===== src/rtl/fare_collector.sv =====
// Coin credit accumulator feeding the turnstile lock FSM: grants one coin pulse per
// fare, then follows the turnstile through unlock/lock before granting again.
module fare_collector #(
    parameter int FARE           = 4,
    parameter int VALUE_W        = 4,
    parameter int CREDIT_W       = 8,
    parameter int UNLOCK_TIMEOUT = 16
) (
    input  logic                i_clk,
    input  logic                i_reset,
    input  logic                i_coin_valid,
    input  logic [VALUE_W-1:0]  i_coin_value,
    input  logic                i_cancel,
    input  logic                i_locked,
    output logic                o_coin,
    output logic [CREDIT_W-1:0] o_credit,
    output logic                o_refund,
    output logic [CREDIT_W-1:0] o_refund_amount,
    output logic                o_coin_reject,
    output logic                o_busy,
    output logic                o_timeout
);
    typedef enum logic [1:0] {IDLE, GRANT, WAIT_UNLOCK, WAIT_LOCK} state_t;

    localparam int CNT_W = $clog2(UNLOCK_TIMEOUT + 1);
    localparam logic [CREDIT_W:0]   CREDIT_MAX = {1'b0, {CREDIT_W{1'b1}}};
    localparam logic [CREDIT_W:0]   FARE_X     = (CREDIT_W + 1)'(FARE);
    localparam logic [CNT_W-1:0]    CNT_LAST   = CNT_W'(UNLOCK_TIMEOUT - 1);

    state_t              state, state_n;
    logic [CREDIT_W-1:0] credit, credit_n, credit_in, amt_n;
    logic [CNT_W-1:0]    cnt, cnt_n;
    logic [CREDIT_W:0]   sum, restored;
    logic                coin_ok, refund_n, reject_n, timeout_n;

    // Coin acceptance is one wide add; the carry-out bit is the overflow detector.
    assign sum       = {1'b0, credit} + {{(CREDIT_W + 1 - VALUE_W){1'b0}}, i_coin_value};
    assign coin_ok   = i_coin_valid && (sum <= CREDIT_MAX);
    assign credit_in = coin_ok ? sum[CREDIT_W-1:0] : credit;
    assign restored  = {1'b0, credit_in} + FARE_X;
    assign reject_n  = i_coin_valid && !coin_ok;

    always_comb begin
        state_n   = state;
        credit_n  = credit_in;
        cnt_n     = cnt;
        refund_n  = 1'b0;
        amt_n     = '0;
        timeout_n = 1'b0;
        case (state)
            IDLE: begin
                if (i_cancel) begin
                    refund_n = (credit_in != '0);
                    amt_n    = credit_in;
                    credit_n = '0;
                end else if (({1'b0, credit} >= FARE_X) && i_locked) begin
                    state_n = GRANT;
                end
            end
            GRANT: begin
                credit_n = credit_in - FARE_X[CREDIT_W-1:0];
                cnt_n    = '0;
                state_n  = WAIT_UNLOCK;
            end
            WAIT_UNLOCK: begin
                if (!i_locked) begin
                    state_n = WAIT_LOCK;
                end else if (cnt == CNT_LAST) begin
                    // Turnstile never opened: give the fare back, saturating.
                    credit_n  = (restored > CREDIT_MAX) ? CREDIT_MAX[CREDIT_W-1:0]
                                                        : restored[CREDIT_W-1:0];
                    timeout_n = 1'b1;
                    state_n   = IDLE;
                end else begin
                    cnt_n = cnt + 1'b1;
                end
            end
            WAIT_LOCK: begin
                if (i_locked) state_n = IDLE;
            end
            default: state_n = IDLE;
        endcase
    end

    always_ff @(posedge i_clk) begin
        if (i_reset) begin
            state           <= IDLE;
            credit          <= '0;
            cnt             <= '0;
            o_refund        <= 1'b0;
            o_refund_amount <= '0;
            o_coin_reject   <= 1'b0;
            o_timeout       <= 1'b0;
        end else begin
            state           <= state_n;
            credit          <= credit_n;
            cnt             <= cnt_n;
            o_refund        <= refund_n;
            o_refund_amount <= refund_n ? amt_n : '0;
            o_coin_reject   <= reject_n;
            o_timeout       <= timeout_n;
        end
    end

    assign o_coin   = (state == GRANT);
    assign o_busy   = (state != IDLE);
    assign o_credit = credit;
endmodule


===== config.mk =====
export PLATFORM = sky130hd
export DESIGN_NAME = fare_collector
export DESIGN_NICKNAME = d
export VERILOG_FILES = /design/src/rtl/fare_collector.sv
export SDC_FILE = /design/constraint.sdc
export NUM_CORES = 1
export LEC_CHECK = 0
export CORE_UTILIZATION = 35
export CTS_BUF_LIST = sky130_fd_sc_hd__clkbuf_4
export DETAILED_ROUTE_END_ITERATION = 12
export HOLD_SLACK_MARGIN = 0.12
export SYNTH_ARGS = -nofsm -noshare
export SYNTH_HDL_FRONTEND = slang
export SYNTH_SLANG_ARGS = --single-unit

===== constraint.sdc =====
create_clock -name i_clk -period 4.3 [get_ports i_clk]
set_clock_uncertainty 0.2 [all_clocks]
set_input_delay 1.29 -clock i_clk [delete_from_list [all_inputs] [get_ports i_clk]]
set_output_delay 1.29 -clock i_clk [all_outputs]
set_load 0.02 [all_outputs]

## Word-level counts from Yosys, hierarchy flattened

Index checks and enable logic that the tools add are counted.

- Register bits after elaboration: 26
- Latch bits: 0
- Memory bits (writable): 0
- Bits in read-only memories: 0
- Input port bits: 9
- Output and inout bits: 21
- Logic and storage cells: 59
- Memories kept: 0

- Add/sub/neg operators: 4
- $mul: 0
- Div/mod/pow operators: 0
- $lt $le $gt $ge: 3
- Equality and inequality tests: 10
- Shift operators: 0
- Multiplexer cells: 18
- Bitwise logic cells: 5
- Reduce and logical (&&, ||, !) cells: 12

Operator list:

| kind | number |
|---|---|
| $mux 8 | 5 |
| $pmux 8 s3 | 1 |
| $mux 2 | 5 |
| $mux 5 | 2 |
| $ne 2x2->1 const B | 5 |
| $pmux 5 s2 | 1 |
| $add 8x3->9 const B | 1 |
| $add 8x4->9 | 1 |
| $gt 9x8->1 const B | 1 |
| $le 9x8->1 const B | 1 |
| $ge 8x3->1 const B | 1 |
| $pmux 2 s4 | 1 |
| $reduce_bool 8->1 | 1 |
| $sub 8x3->8 const B | 1 |
| $add 5x1->5 const B | 1 |
| $eq 5x4->1 const B | 1 |
| $not 1->1 | 5 |
| $eq 2x2->1 const B | 2 |
| $reduce_and 4->1 | 1 |
| $reduce_bool 2->1 | 2 |
| $reduce_or 4->1 | 1 |
| $logic_and 1x1->1 | 3 |
| $mux 1 | 3 |
| $ne 3x3->1 const B | 1 |
| 5 further kinds | 5 |

## Depth between registers and ports, before layout

Gate-level depths: netlist (run 1).

- Depth after elaboration: 10
- Depth in mapped cells: 14
- Depth with buffers taken out: 14

## Worst setup path after synthesis (run 1)

No wires, ideal clock.

- Kind: input port to flip-flop
- Start point: in i_coin_value[0]
- End point: reg credit[6], in the netlist o_credit[6]
- Setup time: 138 ps
- Arrival time: 3988 ps
- Required time: 3962 ps
- Path slack: -27 ps
- Stages on the path: 14
- Buffers on the path: 0
- Cells stage by stage: ha_1 -> inv_1 -> fa_1 -> nand2b_1 -> o2bb2ai_2 -> o21ai_4 -> mux2i_2 -> inv_1 -> ha_1 -> nand2b_1 -> a21oi_1 -> maj3_1 -> nand3_1 -> a41oi_1

- Word-level cells in the longest chain between the ends: 10
- Elaborated cells between the ends (all ways): 12
- Classes of those cells: add/sub: 3; order compare: 2; mux: 6; reduce/logical: 1

Ends and longest elaborated chain:

| element | RTL line | source |
|---|---|---|
| start, declared | 12 | `input logic [VALUE_W-1:0] i_coin_value,` |
| $add 8x4->9 * | 37 | `assign sum = {1'b0, credit} + {{(CREDIT_W + 1 - VALUE_W){1'b0}}, i_coin_value};` |
| $le 9x8->1 | 38 | `assign coin_ok = i_coin_valid && (sum <= CREDIT_MAX);` |
| $logic_and 1x1->1 | 38 |  |
| $mux 8 * | 39 | `assign credit_in = coin_ok ? sum[CREDIT_W-1:0] : credit;` |
| via credit_in[3] | 31 | `logic [CREDIT_W-1:0] credit, credit_n, credit_in, amt_n;` |
| $add 8x3->9 | 40 | `assign restored = {1'b0, credit_in} + FARE_X;` |
| $gt 9x8->1 | 70 | `credit_n = (restored > CREDIT_MAX) ? CREDIT_MAX[CREDIT_W-1:0]` |
| $mux 8 | 70 |  |
| $mux 8 | 68 | `end else if (cnt == CNT_LAST) begin` |
| $mux 8 | 66 | `if (!i_locked) begin` |
| $pmux 8 s3 * | 50 | `case (state)` |
| end signal, assigned | 96 | `credit <= credit_n;` |
| end, declared | 31 |  |

The timed path passes the listed nets; every way through them passes the cells marked *.
A chain may end at the register's enable or synchronous reset.

## Worst setup path after layout (run 1)

- Start point: in i_coin_value[0]
- End point: reg credit[1], in the netlist o_credit[1]

- Word-level cells in the longest chain between the ends: 10
- Elaborated cells between the ends (all ways): 12
- Classes of those cells: add/sub: 3; order compare: 2; mux: 6; reduce/logical: 1

Ends and longest elaborated chain:

| element | RTL line |
|---|---|
| $add 8x4->9 * | 37 |
| $le 9x8->1 | 38 |
| $logic_and 1x1->1 | 38 |
| $mux 8 * | 39 |
| via credit_in[2] | 31 |
| $add 8x3->9 * | 40 |
| $gt 9x8->1 * | 70 |
| $mux 8 * | 70 |
| $mux 8 * | 68 |
| $mux 8 * | 66 |
| $pmux 8 s3 * | 50 |

Marks and branches as above.

==> run summary, run 1 <==
Top FF cell, synth -> dfxtp_1
max frequency -> 239.3 MHz
Netlist Area Pre-Place -> 0.001719 mm2
commonest cells after routing, fill and taps aside -> 29 x clkdlybuf4s50_1, 29 x buf_4, 27 x nor2_1
IO Port Bufs -> 29
register bit count reported by yosys -> 26
Worst-Skew Late Latency -> 0.33 ns
Synth top area share -> 0.3028
die area -> 0.005196 mm2
# clock sinks -> 26
Core Region -> 0.004723 mm2
Max-slew headroom -> 0.6758
Vias -> 1715
sw frac -> 0.3528
worst path arrival time -> 4.23 ns
CTS buffer count -> 3
asr flop ratio synth -> 0
deepest clock path buffer count -> 2
Clock transition at path regs -> 0.15 ns
share of post-route cells with drive strength above 1 -> 0.2422
Syn Area/Cell -> 8.683 um2
required time of the critical path -> 4.35 ns
Hold Path Class -> register to register
sequential share of the synthesized area -> 0.3028
CTS root buf -> clkbuf_4
period utilization -> 0.9720
Mapped Cells -> 198
Initial Util -> 0.3640
I/O pin total -> 30
Via density -> 5.310
top cells by area, synth -> dfxtp_1 30%, ha_1 6.6%, nor2_1 5.9%, a21oi_1 4.7%, nand2_1 2.8%
minimum clock period -> 4.180 ns
vias in the first global route -> 1569
Setup WS pre-CTS -> -0.4227 ns
outcome -> finished clean
1st-iter DRT viols -> 47
GPL Wtd Cong -> 0.8823
Layout Nets -> 276
switching pwr -> 0.0002187 W
drt wl/cell -> 13.98 um
HPWL Detailed -> 3434 um
Least-Margin Pin Slew -> 0.4787 ns
Syn Nets -> 217
DIE WIDTH -> 72.09 um
max-slew violation count -> 0
wirelength, routed -> 4516 um
final core utilization -> 0.4959
critical path fanouts, max -> 3
Post-synth EDFFs -> 0
first-pass GRT wire length -> 7438 um
CP Launch Type -> input port
Cell Pwr Density -> 264.7 mW/mm2
Reg area -> 520.5 um2
Setup crit end kind -> register
GRT Residual Overflow -> 0
Die Span Y -> 72.09 um
Yosys cell types -> 61
power share of the sequential group -> 0.433
diode count -> 0
Area Overhead vs Synth -> 36.24%
Post-CTS Hold Buffers -> 0
H-Tree Depth -> 1
total negative slack -> 0 ns
Leakage Power -> 0.8952 nW
combinational share of power -> 0.389
maximum vdd ir drop -> 0.1581 mV
Final Hold Viols -> 0
antenna viol nets, final -> 0
Initial DRT Pass Iterations -> 4
Setup violations, final -> 0
multi-input logic area -> 0.001156 mm2
num rows -> 25
Global Route Usage Sum -> 0.1801
Ys Warns -> 0
initial antenna violation count -> 0
Clock power frac -> 0.178
Max Cap Viol -> 0
largest net degree at the start of global routing -> 21
Synth area leader -> dfxtp_1
CTS tree -> done
Internal Power -> 0.0004013 W
FILL cells -> 472
DRC -> 0
Worst Setup Path Type -> input port to register
setup ws final -> 0.1203 ns
-- kinds of logic (layout without fill, tap and decap cells) --
group                      count (synthesis)  after routing  synth area share
buffers and inverters                     16             74           0.04294
and+or+nand+nor                           83             83            0.2598
muxes                                     11             11           0.08660
adders and majority gates                 11             11           0.08297
xor gates and xnor gates                   5              5           0.02548
AOI/OAI and AO/OA                         46             46            0.1994
DFF                                       26             26            0.3028
-- final cells by class --
cell class	instances	share of cell area
timing repair buffer	58	0.2169
clock inverter	1	0.001603
sequential	26	0.2222
multi-input combinational	156	0.4936
tap	67	0.03579
inverter	12	0.02030
clock buffer	3	0.009615
-- synthesized netlist by cell type (3+ instances only) --
| master | count |
|---|---|
| nor2_1 | 27 |
| dfxtp_1 | 26 |
| a21oi_1 | 16 |
| nand2_1 | 13 |
| inv_1 | 11 |
| ha_1 | 9 |
| nand3_1 | 8 |
| nor3_1 | 8 |
| o21ai_0 | 5 |
| nor4_1 | 4 |
| a21o_1 | 3 |
| mux2_2 | 3 |
| mux2i_1 | 3 |
| nand2b_1 | 3 |
| nand4_1 | 3 |
| xor2_1 | 3 |
-- metrics by stage --
| step | instances | cell area (um2) | total power, W | hold slack (ns) |
|---|---|---|---|---|
| 2_1_floorplan | 198 | 1728 | 0.0004047 | 0.2570 |
| 5_1_grt | 323 | 2342 | 0.0006587 | 0.3593 |
| 6_report | 323 | 2342 | 0.0006200 | 0.2990 |
| 3_3_place_gp | 318 | 2286 | 0.0005043 | 0.2740 |
| 3_5_place_dp | 318 | 2286 | 0.0005034 | 0.2832 |
| 4_1_cts | 322 | 2325 | 0.0006247 | 0.3031 |
-- per-layer routing --
layer  vias to the layer above  track usage  share of wire
met2                        44       0.3011           0.48
li1                        852            -              -
met3                         7      0.02500          0.031
met1                       812       0.2427           0.47
met5                         -            0              0
met4                         0      0.05011          0.015
-- critical path, cell delays in order --
cell and delay, ns:
clkdlybuf4s50_1 0.46, ha_1 0.16, inv_1 0.05, fa_2 0.35, nand2b_4 0.16, o2bb2ai_2 0.14, o21ai_4 0.22, mux2_4 0.36
ha_4 0.28, nand2b_1 0.05, a21oi_1 0.12, maj3_1 0.19, nand3_1 0.12, a221oi_1 0.27
-- registers in the layout (all words and copies together) (netlist names) --
| name | flops |
|---|---|
| o_credit | 8 |
| o_refund_amount | 8 |
| cnt | 5 |
| state | 2 |
| o_coin_reject | 1 |
| o_refund | 1 |
| o_timeout | 1 |
-- repair_timing --
| action | in CTS | in global routing |
|---|---|---|
| gates resized for setup | 2 | 2 |
| setup buffers | 0 | 1 |
| setup endpoints to repair | 3 | 6 |
| pin swaps | 1 | 1 |
-- path summary, 6_finish.rpt --
check,start,end,slack [ns],cells past startpoint
max,i_coin_value[0],o_credit[1],0.12,14
min,cnt[1],cnt[1],0.30,2
max reg2reg,o_credit[0],o_credit[1],1.11,13
min reg2reg,cnt[1],cnt[1],0.30,2
-- power by group through the flow --
stage | sequential [W] | clock (W) | combinational, W
detailed placement | 0.000274 | 0 | 0.000230
floorplan | 0.000278 | 0 | 0.000127
global route | 0.000271 | 0.000125 | 0.000263
global placement | 0.000274 | 0 | 0.000230
CTS | 0.000269 | 0.000119 | 0.000237
finish | 0.000269 | 0.000110 | 0.000241
Power figures use the tool's default switching activity.
==> run 2, diff against run 1 <==
CORE_MARGIN = 2   (was unset)
==> run 2 against run 1 <==
Sequential share of layout area down 0.071 points. Sequential power hardly changed. Utilization is 0.16 points higher. Fmax up 0.54%. Final area is 0.32% higher. Clock power is essentially flat. Largest cell class unchanged. Highest routed layer unchanged.
==> run summary, run 2 (same netlist as run 1, synthesis figures left out) <==
antenna viol nets, final -> 0 (unchanged)
DIE WIDTH -> 74.09 um (+2.8%)
FILL cells -> 470 (-0.42%)
initial antenna violation count -> 0 (unchanged)
Die Span Y -> 74.09 um (+2.8%)
Fin Hold WS -> 0.3078 ns (+0.008822 ns)
Initial Util -> 0.3640 (unchanged)
Post-CTS Hold Buffers -> 0 (unchanged)
cell breakdown of the critical path -> clkdlybuf4s50_1 > ha_1 > inv_1 > fa_2 > nand2b_4 > o2bb2ai_2 > o21ai_4 > mux2_4 > ha_1 > nand2_2 > buf_4 > nor4_1 > nand2b_1 > a21o_1 > a41oi_1
max frequency -> 240.5 MHz (+0.54%)
r2r setup slk -> 1.13 ns (+0.02 ns)
largest net degree at the start of global routing -> 15 (-29%)
1st-iter DRT viols -> 133 (+180%)
GPL Wtd Cong -> 0.9245 (+4.8%)
die area -> 0.005489 mm2 (+5.6%)
multi-input logic area -> 0.001171 mm2 (+1.3%)
period utilization -> 0.9668 (-0.005245)
first-pass GRT wire length -> 7176 um (-3.5%)
DRC -> 0 (unchanged)
R2R depth -> 14 (+1)
CTS tree -> done
outcome -> finished clean
required time of the critical path -> 4.38 ns (+0.03 ns)
CTS buffer count -> 3 (unchanged)
CP Launch Type -> input port
IO Port Bufs -> 29 (unchanged)
most used cell, CP -> ha_1
final cell count without fillers -> 322 (-0.31%)
num rows -> 25 (unchanged)
total power -> 0.0006153 W (-0.76%)
Worst Hold Path EP -> cnt[4]
crit-path max cell delay -> 0.46 ns (about the same)
launch point of the worst reg-to-reg path -> o_credit[0]
Initial DRT Pass Iterations -> 4 (unchanged)
Cell Pwr Density -> 261.9 mW/mm2 (-1.1%)
max-slew violation count -> 0 (unchanged)
worst path arrival time -> 4.23 ns (about the same)
critical path fanouts, max -> 3 (unchanged)
share of post-route cells with drive strength above 1 -> 0.2549 (+0.01271)
Leakage Power -> 0.9105 nW (+1.7%)
minimum clock period -> 4.157 ns (-0.02255 ns)
Core Region -> 0.004723 mm2 (unchanged)
Worst-Skew Late Latency -> 0.34 ns (about the same)
diode count -> 0 (unchanged)
CTS root buf -> clkbuf_4
vias in the first global route -> 1539 (-1.9%)
Max-slew headroom -> 0.6612 (-0.01469)
HPWL Detailed -> 3419 um (-0.45%)
Clock transition at path regs -> 0.15 ns (about the same)
Hold Path Class -> register to register
Global Route Usage Sum -> 0.1713 (-0.008827)
hold path start -> cnt[4]
RSZ-0062 raised after global routing -> no
Worst Setup Path Type -> input port to register
H-Tree Depth -> 1 (unchanged)
Vias -> 1682 (-1.9%)
Area Overhead vs Synth -> 36.68%
Max Cap Viol -> 0 (unchanged)
Layout Nets -> 275 (-0.36%)
Reg area -> 520.5 um2 (unchanged)
Via density -> 5.224 (-1.6%)
I/O pin total -> 30 (unchanged)
drt wl/cell -> 13.94 um (-0.27%)
reg2reg end -> o_credit[6]
wirelength, routed -> 4490 um (-0.58%)
deepest clock path buffer count -> 2 (unchanged)
Least-Margin Pin Slew -> 0.5004 ns (+0.02170 ns)
GRT Residual Overflow -> 0 (unchanged)
Setup violations, final -> 0 (unchanged)
Setup crit end kind -> register
commonest non-fill, non-tap cell in the layout -> clkdlybuf4s50_1
Critical-path top delay cell -> clkdlybuf4s50_1
Final Hold Viols -> 0 (unchanged)
Min-Delay Path Depth -> 2 (unchanged)
# clock sinks -> 26 (unchanged)
placed insts -> 317 (-0.31%)
commonest cells after routing, fill and taps aside -> 29 x clkdlybuf4s50_1, 28 x buf_4, 27 x nor2_1
maximum vdd ir drop -> 0.1709 mV (+8.1%)
## run 2: per-layer routing
layer / vias to the layer above / track usage / wire length, um
met5: - / 0 / 0
met4: 0 / 0.04242 / 47
met3: 5 / 0.02846 / 149
met2: 32 / 0.3125 / 2281
met1: 799 / 0.2090 / 2011
li1: 846 / - / -
## run 2: power by group
part           switching (W)  internal (W)
clock network      0.0000765     0.0000342
logic               0.000125      0.000112
registers          0.0000158      0.000252
## run 2: how the worst max path moves through the flow
stage                     cells past startpoint             from  slack, ns           to
after floorplan                              14  i_coin_value[0]       0.02  o_credit[6]
after detailed placement                     15  i_coin_value[0]      -0.42  o_credit[2]
after global routing                         14  i_coin_value[0]      0.007  o_credit[7]
final                                        15  i_coin_value[0]       0.14  o_credit[6]
after global placement                       14  i_coin_value[0]      -0.40  o_credit[4]
after CTS                                    15  i_coin_value[0]       0.02  o_credit[1]
## run 2: area by class of cell
class,count,share of cell area
multi-input cells,156,0.4984
flip-flops and latches,26,0.2215
repair buffers,57,0.2130
well taps,67,0.03568
inverters,12,0.02023
clock buffers,3,0.009585
clock inverters,1,0.001597
## run 2: what timing repair did
| action | in CTS | in global routing |
|---|---|---|
| gates resized for setup | 1 | 8 |
| setup buffers | 0 | 1 |
| endpoints found under the setup margin | 3 | 7 |
| pin swaps | 1 | 1 |
## run 2: critical path: cells and delay by family
kind                       cells  cell delay (ns)
muxes                          1             0.35
and+or+nand+nor                4             0.47
AOI/OAI and AO/OA              4             0.74
buffers and inverters          3             0.63
adders and majority gates      3             0.74
## run 2: stage by stage
step	utilization	instance area (um2)	setup slack [ns]	setup TNS, ns
floorplan	-	1728	0.02084	0
global placement	0.4824	2278	-0.4001	-2.987
detailed placement	0.4824	2278	-0.4210	-3.219
CTS	0.4898	2313	0.01612	0
global route	0.4975	2350	0.006776	0
finish	0.4975	2350	0.1428	0
==> run 3, diff against run 2 <==
CORE_UTILIZATION = 45   (was 35)
CTS_CLUSTER_SIZE = 8   (was unset)
PLACE_DENSITY = 0.72   (was unset)
==> run 3 against run 2 <==
Via count rose by 3.2%. Sequential share of layout area rose by 0.21 points. Register-to-register slack got worse by 0.02 ns. Die area fell by 21%. Clock power barely moved. Largest cell class unchanged. Flip-flop and latch count did not move. Highest routed layer unchanged.
==> run summary, run 3 (same netlist as run 1, synthesis figures left out) <==
required time of the critical path -> 4.38 ns (about the same)
commonest cells after routing, fill and taps aside -> 29 x clkdlybuf4s50_1, 27 x nor2_1, 26 x dfxtp_1, 26 x buf_4, 15 x a21oi_1
max frequency -> 240.0 MHz (-0.22%)
share of post-route cells with drive strength above 1 -> 0.2569 (+0.002015)
Leakage Power -> 0.9008 nW (-1.1%)
# clock sinks -> 26 (unchanged)
Cell Pwr Density -> 266.7 mW/mm2 (+1.9%)
GPL Wtd Cong -> 0.9130 (-1.2%)
Die Span Y -> 65.81 um (-11%)
H-Tree Depth -> 1 (unchanged)
Max-slew headroom -> 0.5597 (-0.1015)
Max Cap Viol -> 0 (unchanged)
Layout Nets -> 273 (-0.73%)
wirelength, routed -> 4614 um (+2.8%)
Setup violations, final -> 0 (unchanged)
drt wl/cell -> 15.33 um (+9.9%)
Initial DRT Pass Iterations -> 5 (+1)
initial antenna violation count -> 0 (unchanged)
first-pass GRT wire length -> 7665 um (+6.8%)
Via density -> 5.764 (+10%)
vias in the first global route -> 1652 (+7.3%)
Global Route Usage Sum -> 0.2258 (+0.05448)
Core Region -> 0.003661 mm2 (-22%)
period utilization -> 0.9689 (+0.002127)
IO Port Bufs -> 29 (unchanged)
maximum vdd ir drop -> 0.2340 mV (+37%)
Worst Setup Path Type -> input port to register
largest net degree at the start of global routing -> 17 (+2)
deepest clock path buffer count -> 2 (unchanged)
HPWL Detailed -> 3399 um (-0.57%)
r2r setup slk -> 1.11 ns (-0.02 ns)
reg2reg end -> o_credit[7]
GRT Residual Overflow -> 0 (unchanged)
Vias -> 1735 (+3.2%)
CP startpoint -> i_coin_value[0]
die area -> 0.004331 mm2 (-21%)
RSZ-0062 raised after global routing -> no
DIE WIDTH -> 65.81 um (-11%)
Final Hold Viols -> 0 (unchanged)
launch point of the worst reg-to-reg path -> o_credit[0]
Fin Hold WS -> 0.2994 ns (-0.008397 ns)
diode count -> 0 (unchanged)
commonest non-fill, non-tap cell in the layout -> clkdlybuf4s50_1
antenna viol nets, final -> 0 (unchanged)
Hold Path Class -> register to register
Worst-Skew Late Latency -> 0.33 ns (about the same)
CTS root buf -> clkbuf_4
Initial Util -> 0.4696 (+0.1056)
critical path fanouts, max -> 6 (+3)
minimum clock period -> 4.166 ns (+0.009145 ns)
DRC -> 0 (unchanged)
worst path arrival time -> 4.24 ns (about the same)
CTS tree -> done
Setup crit end kind -> register
CP Launch Type -> input port
Critical Path End -> o_credit[7]
Clock transition at path regs -> 0.13 ns (-0.02 ns)
Area Overhead vs Synth -> 35.37%
CTS buffer count -> 3 (unchanged)
1st-iter DRT viols -> 94 (-29%)
Least-Margin Pin Slew -> 0.6502 ns (+0.1499 ns)
R2R depth -> 13 (-1)
final cell count without fillers -> 301 (-6.5%)
outcome -> finished clean
I/O pin total -> 30 (unchanged)
num rows -> 22 (-12%)
max-slew violation count -> 0 (unchanged)
placed insts -> 295 (-6.9%)
run 3: how the worst min path moves through the flow:
stage / to / cells past startpoint / startpoint / slack, ns
3_3_place_gp: cnt[4] / 2 / cnt[4] / 0.28
3_5_place_dp: cnt[1] / 2 / cnt[1] / 0.28
4_1_cts: cnt[1] / 2 / cnt[1] / 0.30
2_1_floorplan: cnt[4] / 2 / cnt[4] / 0.26
6_report: cnt[1] / 2 / cnt[1] / 0.30
5_1_grt: cnt[1] / 2 / cnt[1] / 0.35
run 3: critical path, stage by stage:
cell             delay (ns)
clkdlybuf4s50_1        0.46
ha_1                   0.16
inv_1                  0.05
fa_2                   0.35
nand2b_4               0.16
o2bb2ai_2              0.14
o21ai_4                0.22
mux2i_4                0.27
buf_4                  0.13
buf_4                  0.15
nand3_2                0.09
or4_4                  0.41
a211oi_2               0.22
a211o_1                0.13
run 3: routing by layer:
layer  up-vias  part of all wire  track usage  wire (um)
met3         8             0.060      0.03237        279
met1       813              0.41       0.2877       1908
met2        70              0.51       0.3851       2358
met4         0             0.015      0.08333         68
met5         -                 0            0          0
li1        844                 -            -          -
run 3: area by class of cell:
cell class	instances	area [um2]
Clock buffer	3	22.52
Clock inverter	1	3.754
Fill cell	325	1334
Inverter	12	47.55
Multi-Input combinational cell	156	1187
Sequential cell	26	520.5
Tap cell	48	60.06
Timing Repair Buffer	55	485.5
run 3: timing repair:
item | in CTS | in global routing
resized for setup | 3 | 8
pin swaps | 1 | 1
hold buffers | 0 | 0
setup endpoints to repair | 3 | 6
setup buffers | 0 | 2
run 3: power by group:
part / internal [W] / switching [W]
sequential: 0.000252 / 0.0000167
clock: 0.0000341 / 0.0000734
combinational: 0.000116 / 0.000129
total: 0.000402 / 0.000219
run 3: through the flow:
stage / cell area, um2 / total power [W] / util / TNS, ns / worst slack [ns]
5_1_grt: 2327 / 0.0006603 / 0.6357 / 0 / 0.02711
3_5_place_dp: 2232 / 0.0004994 / 0.6097 / -2.870 / -0.4013
3_3_place_gp: 2232 / 0.0004979 / 0.6097 / -2.377 / -0.3310
4_1_cts: 2273 / 0.0006096 / 0.6210 / 0 / 0.02228
2_1_floorplan: 1728 / 0.0004047 / - / 0 / 0.02084
6_report: 2327 / 0.0006207 / 0.6357 / 0 / 0.1337
